[src/rtl/bram_pkg.sv]
// Shared definitions for the BRAM port controller: default geometry, FSM
// state encoding and the byte-lane merge used by read-modify-write.
package bram_pkg;

    localparam int ADDR_W_DEF = 8;
    localparam int DATA_W_DEF = 32;
    // Widest word byte_merge handles; callers zero-extend narrower words.
    localparam int MERGE_W    = 256;

    typedef enum logic [1:0] {
        IDLE   = 2'd0,
        RD     = 2'd1,
        RMW_WR = 2'd2,
        RESP   = 2'd3
    } state_t;

    function automatic logic [MERGE_W-1:0] byte_merge(
        input logic [MERGE_W-1:0]   old_word,
        input logic [MERGE_W-1:0]   new_word,
        input logic [MERGE_W/8-1:0] be
    );
        logic [MERGE_W-1:0] res;
        res = old_word;
        for (int i = 0; i < MERGE_W/8; i++) begin
            if (be[i]) res[8*i +: 8] = new_word[8*i +: 8];
        end
        return res;
    endfunction

endpackage

[src/rtl/bram_port_ctrl.sv]
// Request/response master for a negedge-clocked single-port BRAM; partial
// writes are performed as read-modify-write since the RAM has no byte enables.
module bram_port_ctrl
    import bram_pkg::*;
#(
    parameter int ADDR_W = ADDR_W_DEF,
    parameter int DATA_W = DATA_W_DEF,
    parameter int BE_W   = DATA_W/8
) (
    input  logic              clk,
    input  logic              rst,
    input  logic              req_valid,
    output logic              req_ready,
    input  logic              req_we,
    input  logic [BE_W-1:0]   req_be,
    input  logic [ADDR_W-1:0] req_addr,
    input  logic [DATA_W-1:0] req_wdata,
    output logic              resp_valid,
    input  logic              resp_ready,
    output logic [DATA_W-1:0] resp_rdata,
    output logic              mem_w_en,
    output logic              mem_r_en,
    output logic [ADDR_W-1:0] mem_addr,
    output logic [DATA_W-1:0] mem_data_in,
    input  logic [DATA_W-1:0] mem_data_o
);

    state_t              state;
    logic                lat_we;
    logic [BE_W-1:0]     lat_be;
    logic [DATA_W-1:0]   lat_wdata;

    logic [MERGE_W-1:0]         merge_old;
    logic [MERGE_W-1:0]         merge_new;
    logic [MERGE_W/8-1:0]       merge_be;
    logic [MERGE_W-1:0]         merge_full;
    logic [DATA_W-1:0]          merged;
    logic [MERGE_W-DATA_W-1:0]  merge_hi_unused;

    always_comb begin
        merge_old                = '0;
        merge_new                = '0;
        merge_be                 = '0;
        merge_old[DATA_W-1:0]    = mem_data_o;
        merge_new[DATA_W-1:0]    = lat_wdata;
        merge_be[BE_W-1:0]       = lat_be;
        merge_full               = byte_merge(merge_old, merge_new, merge_be);
        merged                   = merge_full[DATA_W-1:0];
        merge_hi_unused          = merge_full[MERGE_W-1:DATA_W];
    end

    always_ff @(posedge clk or posedge rst) begin
        if (rst) begin
            state       <= IDLE;
            req_ready   <= 1'b0;
            resp_valid  <= 1'b0;
            resp_rdata  <= '0;
            mem_w_en    <= 1'b0;
            mem_r_en    <= 1'b0;
            mem_addr    <= '0;
            mem_data_in <= '0;
            lat_we      <= 1'b0;
            lat_be      <= '0;
            lat_wdata   <= '0;
        end else begin
            // Enables are single-cycle pulses unless re-armed below.
            mem_w_en <= 1'b0;
            mem_r_en <= 1'b0;
            case (state)
                IDLE: begin
                    req_ready <= 1'b1;
                    if (req_valid && req_ready) begin
                        req_ready <= 1'b0;
                        lat_we    <= req_we;
                        lat_be    <= req_be;
                        lat_wdata <= req_wdata;
                        mem_addr  <= req_addr;
                        if (req_we && (req_be == {BE_W{1'b1}})) begin
                            mem_w_en    <= 1'b1;
                            mem_data_in <= req_wdata;
                            resp_rdata  <= req_wdata;
                            state       <= RESP;
                        end else begin
                            mem_r_en <= 1'b1;
                            state    <= RD;
                        end
                    end
                end
                RD: begin
                    if (lat_we && (lat_be != '0)) begin
                        mem_w_en    <= 1'b1;
                        mem_data_in <= merged;
                        resp_rdata  <= merged;
                        state       <= RMW_WR;
                    end else begin
                        resp_rdata <= mem_data_o;
                        resp_valid <= 1'b1;
                        state      <= RESP;
                    end
                end
                RMW_WR: begin
                    resp_valid <= 1'b1;
                    state      <= RESP;
                end
                RESP: begin
                    // A full write enters here straight from IDLE; its response
                    // is raised one cycle later, after the BRAM write has landed.
                    if (!resp_valid) begin
                        resp_valid <= 1'b1;
                    end else if (resp_ready) begin
                        resp_valid <= 1'b0;
                        req_ready  <= 1'b1;
                        state      <= IDLE;
                    end
                end
                default: state <= IDLE;
            endcase
        end
    end

endmodule

[config.mk]
export PLATFORM = sky130hd
export DESIGN_NAME = bram_port_ctrl
export DESIGN_NICKNAME = d
export VERILOG_FILES = /design/src/rtl/bram_pkg.sv /design/src/rtl/bram_port_ctrl.sv
export SDC_FILE = /design/constraint.sdc
export NUM_CORES = 1
export LEC_CHECK = 0
export CORE_MARGIN = 2
export CORE_UTILIZATION = 50
export CTS_BUF_LIST = sky130_fd_sc_hd__clkbuf_4
export DETAILED_ROUTE_END_ITERATION = 6
export PLACE_DENSITY = 0.83
export SETUP_SLACK_MARGIN = 0.1
export SLEW_MARGIN = 10
export SYNTH_ARGS = -nofsm -noshare
export SYNTH_HDL_FRONTEND = slang
export SYNTH_SLANG_ARGS = --single-unit
[constraint.sdc]
create_clock -name clk -period 4.2 [get_ports clk]
set_input_delay 0.84 -clock clk [delete_from_list [all_inputs] [get_ports clk]]
set_output_delay 0.84 -clock clk [all_outputs]
set_load 0.1 [all_outputs]
== After elaboration in Yosys (flattened, before gate mapping) ==
Cells that the tools add are included.
Cells by class
  equality and inequality tests: 10
  muxes and demuxes: 31
  $mul: 0
  reductions and logical operators: 14
  divide/modulo/power cells: 0
  magnitude comparators: 0
  shift operators: 0
  add/sub/neg operators: 0
  bitwise operators: 0
Operators with widths (number)
  2-to-1 mux 32 bit: 4
  one-hot mux 32 bit (2 select lines): 2
  2-to-1 mux 8 bit: 4
  2-to-1 mux 1 bit: 13
  != test 2 bit, second input constant: 6
  AND reduction 3 bit: 3
  2-to-1 mux 2 bit: 4
  one-hot mux 2 bit (4 select lines): 1
  equality test 2 bit, second input constant: 2
  equality test 4 bit, second input constant: 1
  one-hot mux 1 bit (2 select lines): 2
  AND reduction 2 bit: 2
  AND reduction 4 bit: 1
  nonzero test 2 bit: 2
  nonzero test 4 bit: 1
  logical AND 1 bit: 3
  one-hot mux 1 bit (3 select lines): 1
  nonzero test 3 bit: 1
  equality test 2 x 1 -> 1 bit, second input constant: 1
  logical NOT 2 bit: 1
Storage, ports and cells
  input bits: 81
  word-level logic and storage cells: 66
  flip-flop bits (word level): 115
  latch bits: 0
  bits in writable memories: 0
  bits in read-only memories: 0
  output and inout bits: 76
  memories: 0

== Depth between registers and ports, before layout ==
Gate-level depths: netlist of run 1.
  depth after elaboration: 5
  depth in mapped cells: 9
  gate-level depth less buffers: 6

== Worst setup path after synthesis of run 1 ==
OpenSTA, ideal clock, no wires.
  path type: register to register
  start point: register req_ready
  end point: register mem_data_in[13]
  clock period less this slack: 2.299 ns
  stages on the path, launching flop included: 6
  slack: 1.901 ns
  arrival: 2.174 ns
  cells stage by stage: dfrtp_1 > nand3_4 > o32ai_4 > nand2_4 > buf_6 > mux2_4
Between the ends
  cells in the longest elaborated chain, start to end: 3
Ends and longest elaborated chain
  start: declaration: line bram_port_ctrl.sv:13  | output logic req_ready,
  start signal: assignment: line bram_port_ctrl.sv:55  | req_ready <= 1'b0;
  start signal: assignment: line bram_port_ctrl.sv:71  | req_ready <= 1'b1;
  start signal: assignment: line bram_port_ctrl.sv:73  | req_ready <= 1'b0;
  logical AND 1 bit: line bram_port_ctrl.sv:72  | if (req_valid && req_ready) begin
  != test 2 bit (no source line)
  AND reduction 4 bit (no source line)
  end signal: assignment: line bram_port_ctrl.sv:80  | mem_data_in <= req_wdata;
  end signal: assignment: line bram_port_ctrl.sv:92  | mem_data_in <= merged;
  end: declaration: line bram_port_ctrl.sv:24  | output logic [DATA_W-1:0] mem_data_in,
Every way passes these cells.
A chain may end at the register's enable or synchronous reset.

== Worst setup path after layout of run 1 ==
  start point: register req_ready
  end point: output port req_ready
No word-level cell between the ends.

==> results of run 1 <==
-- stage by stage --
| step | instances | hold slack, ns | utilization, % | setup WS [ns] | area [sq um] |
|---|---|---|---|---|---|
| 6_report | 808 | 0.487 | 69.1 | 1.25 | 7520 |
| 5_1_grt | 808 | 0.513 | 69.1 | 1.15 | 7520 |
| 4_1_cts | 808 | 0.492 | 69.0 | 1.21 | 7510 |
| 3_5_place_dp | 776 | 0.470 | 66.1 | 0.937 | 7200 |
| 3_3_place_gp | 776 | 0.466 | 66.1 | 1.02 | 7200 |
| 2_1_floorplan | 516 | 0.474 | - | 0.316 | 5610 |
-- registers in the layout, summed over array words and instances (netlist names) --
| name | count |
|---|---|
| lat_wdata | 32 |
| mem_data_in | 32 |
| resp_rdata | 32 |
| mem_addr | 8 |
| lat_be | 4 |
| state | 2 |
| lat_we | 1 |
| mem_r_en | 1 |
| mem_w_en | 1 |
| req_ready | 1 |
| resp_valid | 1 |
-- cell usage after synthesis (all sizes together) --
library cell,number
a21boi,1
a21o,16
a21oi,68
a22oi,13
a311oi,16
a31oi,1
and2,1
and3,1
buf,19
clkbuf,22
dfrtp,115
ha,3
inv,4
mux2,64
mux2i,32
nand2,32
nand2b,1
nand3,12
nor2,53
o21ai,32
o22a,2
o22ai,1
o31ai,1
o32a,1
o32ai,1
o41a,1
or2,3
-- kinds of logic after synthesis --
logic type	synth area share, %
simple gates	7.92
mux	19.2
flops	51.3
buf+inv	3.84
fa+ha+maj	0.670
compound gates	17.0
-- layout make-up --
class | instances | area (sq um) | share of cell area, %
clock inverter | 12 | 163 | 2.16
inverter | 4 | 17.5 | 0.233
sequential | 115 | 2880 | 38.3
clock buffer | 20 | 150 | 2.00
tap | 140 | 175 | 2.33
multi-input combinational | 356 | 2530 | 33.6
timing repair buffer | 161 | 1610 | 21.4
-- worst paths after layout --
check                                      startpoint                          to  slack (ns)
setup / recovery                req_ready$_DFFE_PP0P_                   req_ready        1.25
hold / removal             resp_rdata[21]$_DFFE_PP0P_  resp_rdata[21]$_DFFE_PP0P_        0.49
setup reg to reg                 state[0]$_DFFE_PP0P_  mem_data_in[4]$_DFFE_PP0P_        1.35
hold reg to reg            resp_rdata[21]$_DFFE_PP0P_  resp_rdata[21]$_DFFE_PP0P_        0.49
max in group asynchronous                         rst   resp_rdata[4]$_DFFE_PP0P_        2.64
min in group asynchronous                         rst  resp_rdata[24]$_DFFE_PP0P_        0.78
-- routing by layer --
layer	global-route usage, %	routed length (um)
met5	0	0
met4	8.59	176
met3	6.88	1280
met2	41.1	7430
met1	32.3	5800
==> impl_metrics.env, run 1 <==
export IMPL_status="finished, final reports clean"
export IMPL_ctsHoldBuffers=0
export IMPL_worstSetupStartpointType="flop"
export IMPL_cpMaxStageDelayCell="clkdlybuf4s50_1"
export IMPL_crit_family="buffers and inverters"
export IMPL_synthToLayoutAreaGrowth_pct=34.2
export IMPL_portBuffers=156
export IMPL_grt_usage_pct=25.2
export IMPL_max_freq_mhz=339
export IMPL_vias=4698
export IMPL_slew_headroom_pct=31.3
export IMPL_antenna_cells=0
export IMPL_period_share_pct=70.2
export IMPL_fin_skew_ns=0.0149
export IMPL_gp_congestion=0.855
export IMPL_drive_gt1_share_pct=15.7
export IMPL_die_x_um=110
export IMPL_synth_seq_cells=115
export IMPL_root_buffer="clkbuf_4"
export IMPL_wl_per_cell_um=18.2
export IMPL_cp_end_kind="output port"
export IMPL_hold_viol_final=0
export IMPL_grt_antenna_before_repair=0
export IMPL_cts_sinks=115
export IMPL_wl_mm=14.7
export IMPL_cts_buffers=17
export IMPL_rsz0062_at_grt="false"
export IMPL_worstHoldPathCells=1
export IMPL_crit_type="flop to output port"
export IMPL_cts_max_level=4
export IMPL_final_antenna_net_count=0
export IMPL_layout_commonest_cell="clkdlybuf4s50_1"
export IMPL_clk_latency_ns=0.50
export IMPL_ctsLongestPathBuffers=2
export IMPL_min_path_type="flop to flop"
export IMPL_synthDistinctLibCells=37
export IMPL_syn_area_sq_um=5610
export IMPL_syn_num_nets=600
export IMPL_io_pins=157
export IMPL_cts_setup_buffers=0
export IMPL_worst_pin_slew_ns=1.03
export IMPL_drt_iter0_drc=275
export IMPL_worst_path_stages=1
export IMPL_cp_arrival_ns=2.11
export IMPL_row_count=38
export IMPL_grt_pass1_vias=4792
export IMPL_layout_common_cells="clkdlybuf4s50_1, dfrtp_1, a21oi_1, nor2_1, mux2_2"
export IMPL_finalSetupViolations=0
export IMPL_grt_max_degree=66
export IMPL_drcViolationCount=0
export IMPL_firstDrtPassIters=5
export IMPL_clkTransAtPathRegs_ns=0.11
export IMPL_slew_violations=0
export IMPL_yosysTopAreaCell="dfrtp_1"
export IMPL_avgSynthCellArea_sq_um=10.9
export IMPL_cts_resized=0
export IMPL_grt_overflow_total=0
export IMPL_yosysSeqAreaShare_pct=51.3
export IMPL_cpPeakStageDelay_ns=1.16
export IMPL_yosysWarningCount=0
export IMPL_fillers=794
export IMPL_coreArea_sq_um=10900
export IMPL_min_period_ns=2.95
export IMPL_syn_inst=516
export IMPL_die_area_sq_um=12100
export IMPL_start_util_pct=51.5
export IMPL_yosysTopAreaCellShare_pct=51.3
export IMPL_crit_required_ns=3.36
export IMPL_finalNetCount=739
export IMPL_synth_area_top_cells="dfrtp_1, mux2_2, a21oi_1"
export IMPL_cts_tree="built"
export IMPL_vias_per_cell=5.81
export IMPL_path_cells="clkdlybuf4s50_1"
export IMPL_fin_tns_setup_ns=0
export IMPL_grt_pass1_wl_mm=23.3
export IMPL_drv_cap=0
export IMPL_dpl_hpwl_mm=9.80
export IMPL_cp_max_fo=4
export IMPL_rr_worst_depth=7
export IMPL_die_y_um=110
export IMPL_crit_buf_inv=1
Power of run 1 is not shown: default switching activity piles up to over one toggle a cycle in this logic, so the estimate is an artifact.
==> inputs of run 2 (changes only) <==
clock period = 3 ns   (was 4.2 ns; I/O delays follow)
==> run 2 against run 1 <==
Compared with the run above: utilization fell by 1.6 points; clock skew fell by 0.0053 ns; routed wire length fell by 0.84%; via count barely moved; clock-buffer cell count fell by 1; critical path depth rose by 5.
==> impl_metrics.env, run 2 (synthesis gave the netlist of run 1 again) <==
export IMPL_cp_max_fo=32
export IMPL_slew_headroom_pct=53.8
export IMPL_cp_end_kind="flop"
export IMPL_largestRegisters="lat_wdata x32, mem_data_in x32, resp_rdata x32"
export IMPL_cts_tree="built"
export IMPL_min_period_ns=2.32
export IMPL_cpMaxStageDelayCell="dfrtp_1"
export IMPL_multiInputGateArea_sq_um=2520
export IMPL_cts_buffers=17
export IMPL_r2r_end="mem_data_in[11]$_DFFE_PP0P_"
export IMPL_gp_congestion=0.814
export IMPL_ctsLongestPathBuffers=2
export IMPL_finalSetupViolations=0
export IMPL_crit_buf_inv=1
export IMPL_cpPeakStageDelay_ns=0.45
export IMPL_worst_pin_slew_ns=0.691
export IMPL_final_antenna_net_count=0
export IMPL_crit_required_ns=3.43
export IMPL_layout_commonest_cell="dfrtp_1"
export IMPL_fin_skew_ns=0.00957
export IMPL_grt_pass1_wl_mm=23.2
export IMPL_slew_violations=0
export IMPL_grt_usage_pct=25.3
export IMPL_wl_per_cell_um=17.9
export IMPL_row_count=38
export IMPL_cts_max_level=4
export IMPL_cts_sinks=115
export IMPL_wl_met2_mm=7.15
export IMPL_vias_per_cell=5.76
export IMPL_min_path_type="flop to flop"
export IMPL_highest_layer="met4"
export IMPL_root_buffer="clkbuf_4"
export IMPL_antenna_cells=0
export IMPL_start_util_pct=51.5
export IMPL_layout_common_cells="dfrtp_1, buf_4, clkdlybuf4s50_1, a21oi_1, nor2_1"
export IMPL_wl_mm=14.6
export IMPL_cp_arrival_ns=2.75
export IMPL_regArea_sq_um=2880
export IMPL_clkTransAtPathRegs_ns=0.11
export IMPL_die_y_um=110
export IMPL_cts_setup_buffers=0
export IMPL_min_from="resp_rdata[18]$_DFFE_PP0P_"
export IMPL_post_dp_cell_area_sq_um=7060
export IMPL_die_area_sq_um=12100
export IMPL_max_freq_mhz=431
export IMPL_drcViolationCount=0
export IMPL_route_met3_wl_mm=1.38
export IMPL_grt_antenna_before_repair=0
export IMPL_rr_worst_depth=6
export IMPL_clk_latency_ns=0.54
export IMPL_grt_pass1_vias=4776
export IMPL_design_area_sq_um=7350
export IMPL_crit_family="simple AND/OR/NAND/NOR gates"
export IMPL_coreArea_sq_um=10900
export IMPL_hold_viol_final=0
export IMPL_status="finished, final reports clean"
export IMPL_met1Wirelength_mm=5.79
export IMPL_fin_tns_setup_ns=0
export IMPL_rsz0062_at_grt="false"
export IMPL_r2r_start="state[0]$_DFFE_PP0P_"
export IMPL_cts_resized=0
export IMPL_worstHoldPathCells=1
export IMPL_min_to="resp_rdata[18]$_DFFE_PP0P_"
export IMPL_period_share_pct=77.4
export IMPL_synthToLayoutAreaGrowth_pct=31.0
export IMPL_crit_type="flop to flop"
export IMPL_dpl_hpwl_mm=9.73
export IMPL_vias=4697
export IMPL_worstSetupStartpointType="flop"
export IMPL_path_cells="inv_1 -> ha_1 -> nand3_4 -> o32ai_4 -> nand2_4 -> mux2_1"
export IMPL_finalNetCount=746
export IMPL_worst_path_stages=6
export IMPL_drive_gt1_share_pct=28.1
export IMPL_grt_overflow_total=0
export IMPL_portBuffers=156
export IMPL_ctsHoldBuffers=0
export IMPL_firstDrtPassIters=5
export IMPL_die_x_um=110
export IMPL_grt_max_degree=116
export IMPL_drv_cap=0
export IMPL_drt_iter0_drc=296
export IMPL_fillers=821
export IMPL_io_pins=157
export IMPL_r2r_slack_ns=0.68
==> run 2: how the worst max path moves through the flow <==
| stage | startpoint | to | slack [ns] |
|---|---|---|---|
| floorplan | req_ready$_DFFE_PP0P_ | mem_data_in[13]$_DFFE_PP0P_ | 0.70 |
| global placement | req_valid | mem_data_in[4]$_DFFE_PP0P_ | 0.56 |
| detailed placement | req_be[1] | mem_data_in[11]$_DFFE_PP0P_ | 0.49 |
| CTS | state[0]$_DFFE_PP0P_ | mem_data_in[11]$_DFFE_PP0P_ | 0.67 |
| global route | state[0]$_DFFE_PP0P_ | mem_data_in[11]$_DFFE_PP0P_ | 0.53 |
| finish | state[0]$_DFFE_PP0P_ | mem_data_in[11]$_DFFE_PP0P_ | 0.68 |
==> run 2: metrics by stage <==
stage	hold slack (ns)	setup WS, ns	utilization (%)	std cells
6_report	0.490	0.679	67.5	815
5_1_grt	0.511	0.528	67.5	815
4_1_cts	0.493	0.667	67.5	815
3_5_place_dp	0.472	0.487	64.9	783
3_3_place_gp	0.462	0.560	64.9	783
2_1_floorplan	0.474	0.701	-	516
==> run 2: area by class of cell <==
| cell class | instances | area share (%) |
|---|---|---|
| inverters | 4 | 0.255 |
| clock inverters | 13 | 1.92 |
| clock buffers | 19 | 1.94 |
| flip-flops and latches | 115 | 39.2 |
| multi-input cells | 356 | 34.3 |
| well taps | 140 | 2.38 |
| repair buffers | 168 | 20.1 |
==> run 2: metal layers <==
metal / track usage (%) / vias to the layer above
met3: 8.00 / 25
li1: - / 2161
met4: 8.77 / 0
met5: 0 / -
met1: 30.3 / 2282
met2: 42.9 / 229
Power of run 2 is left out for the same reason.
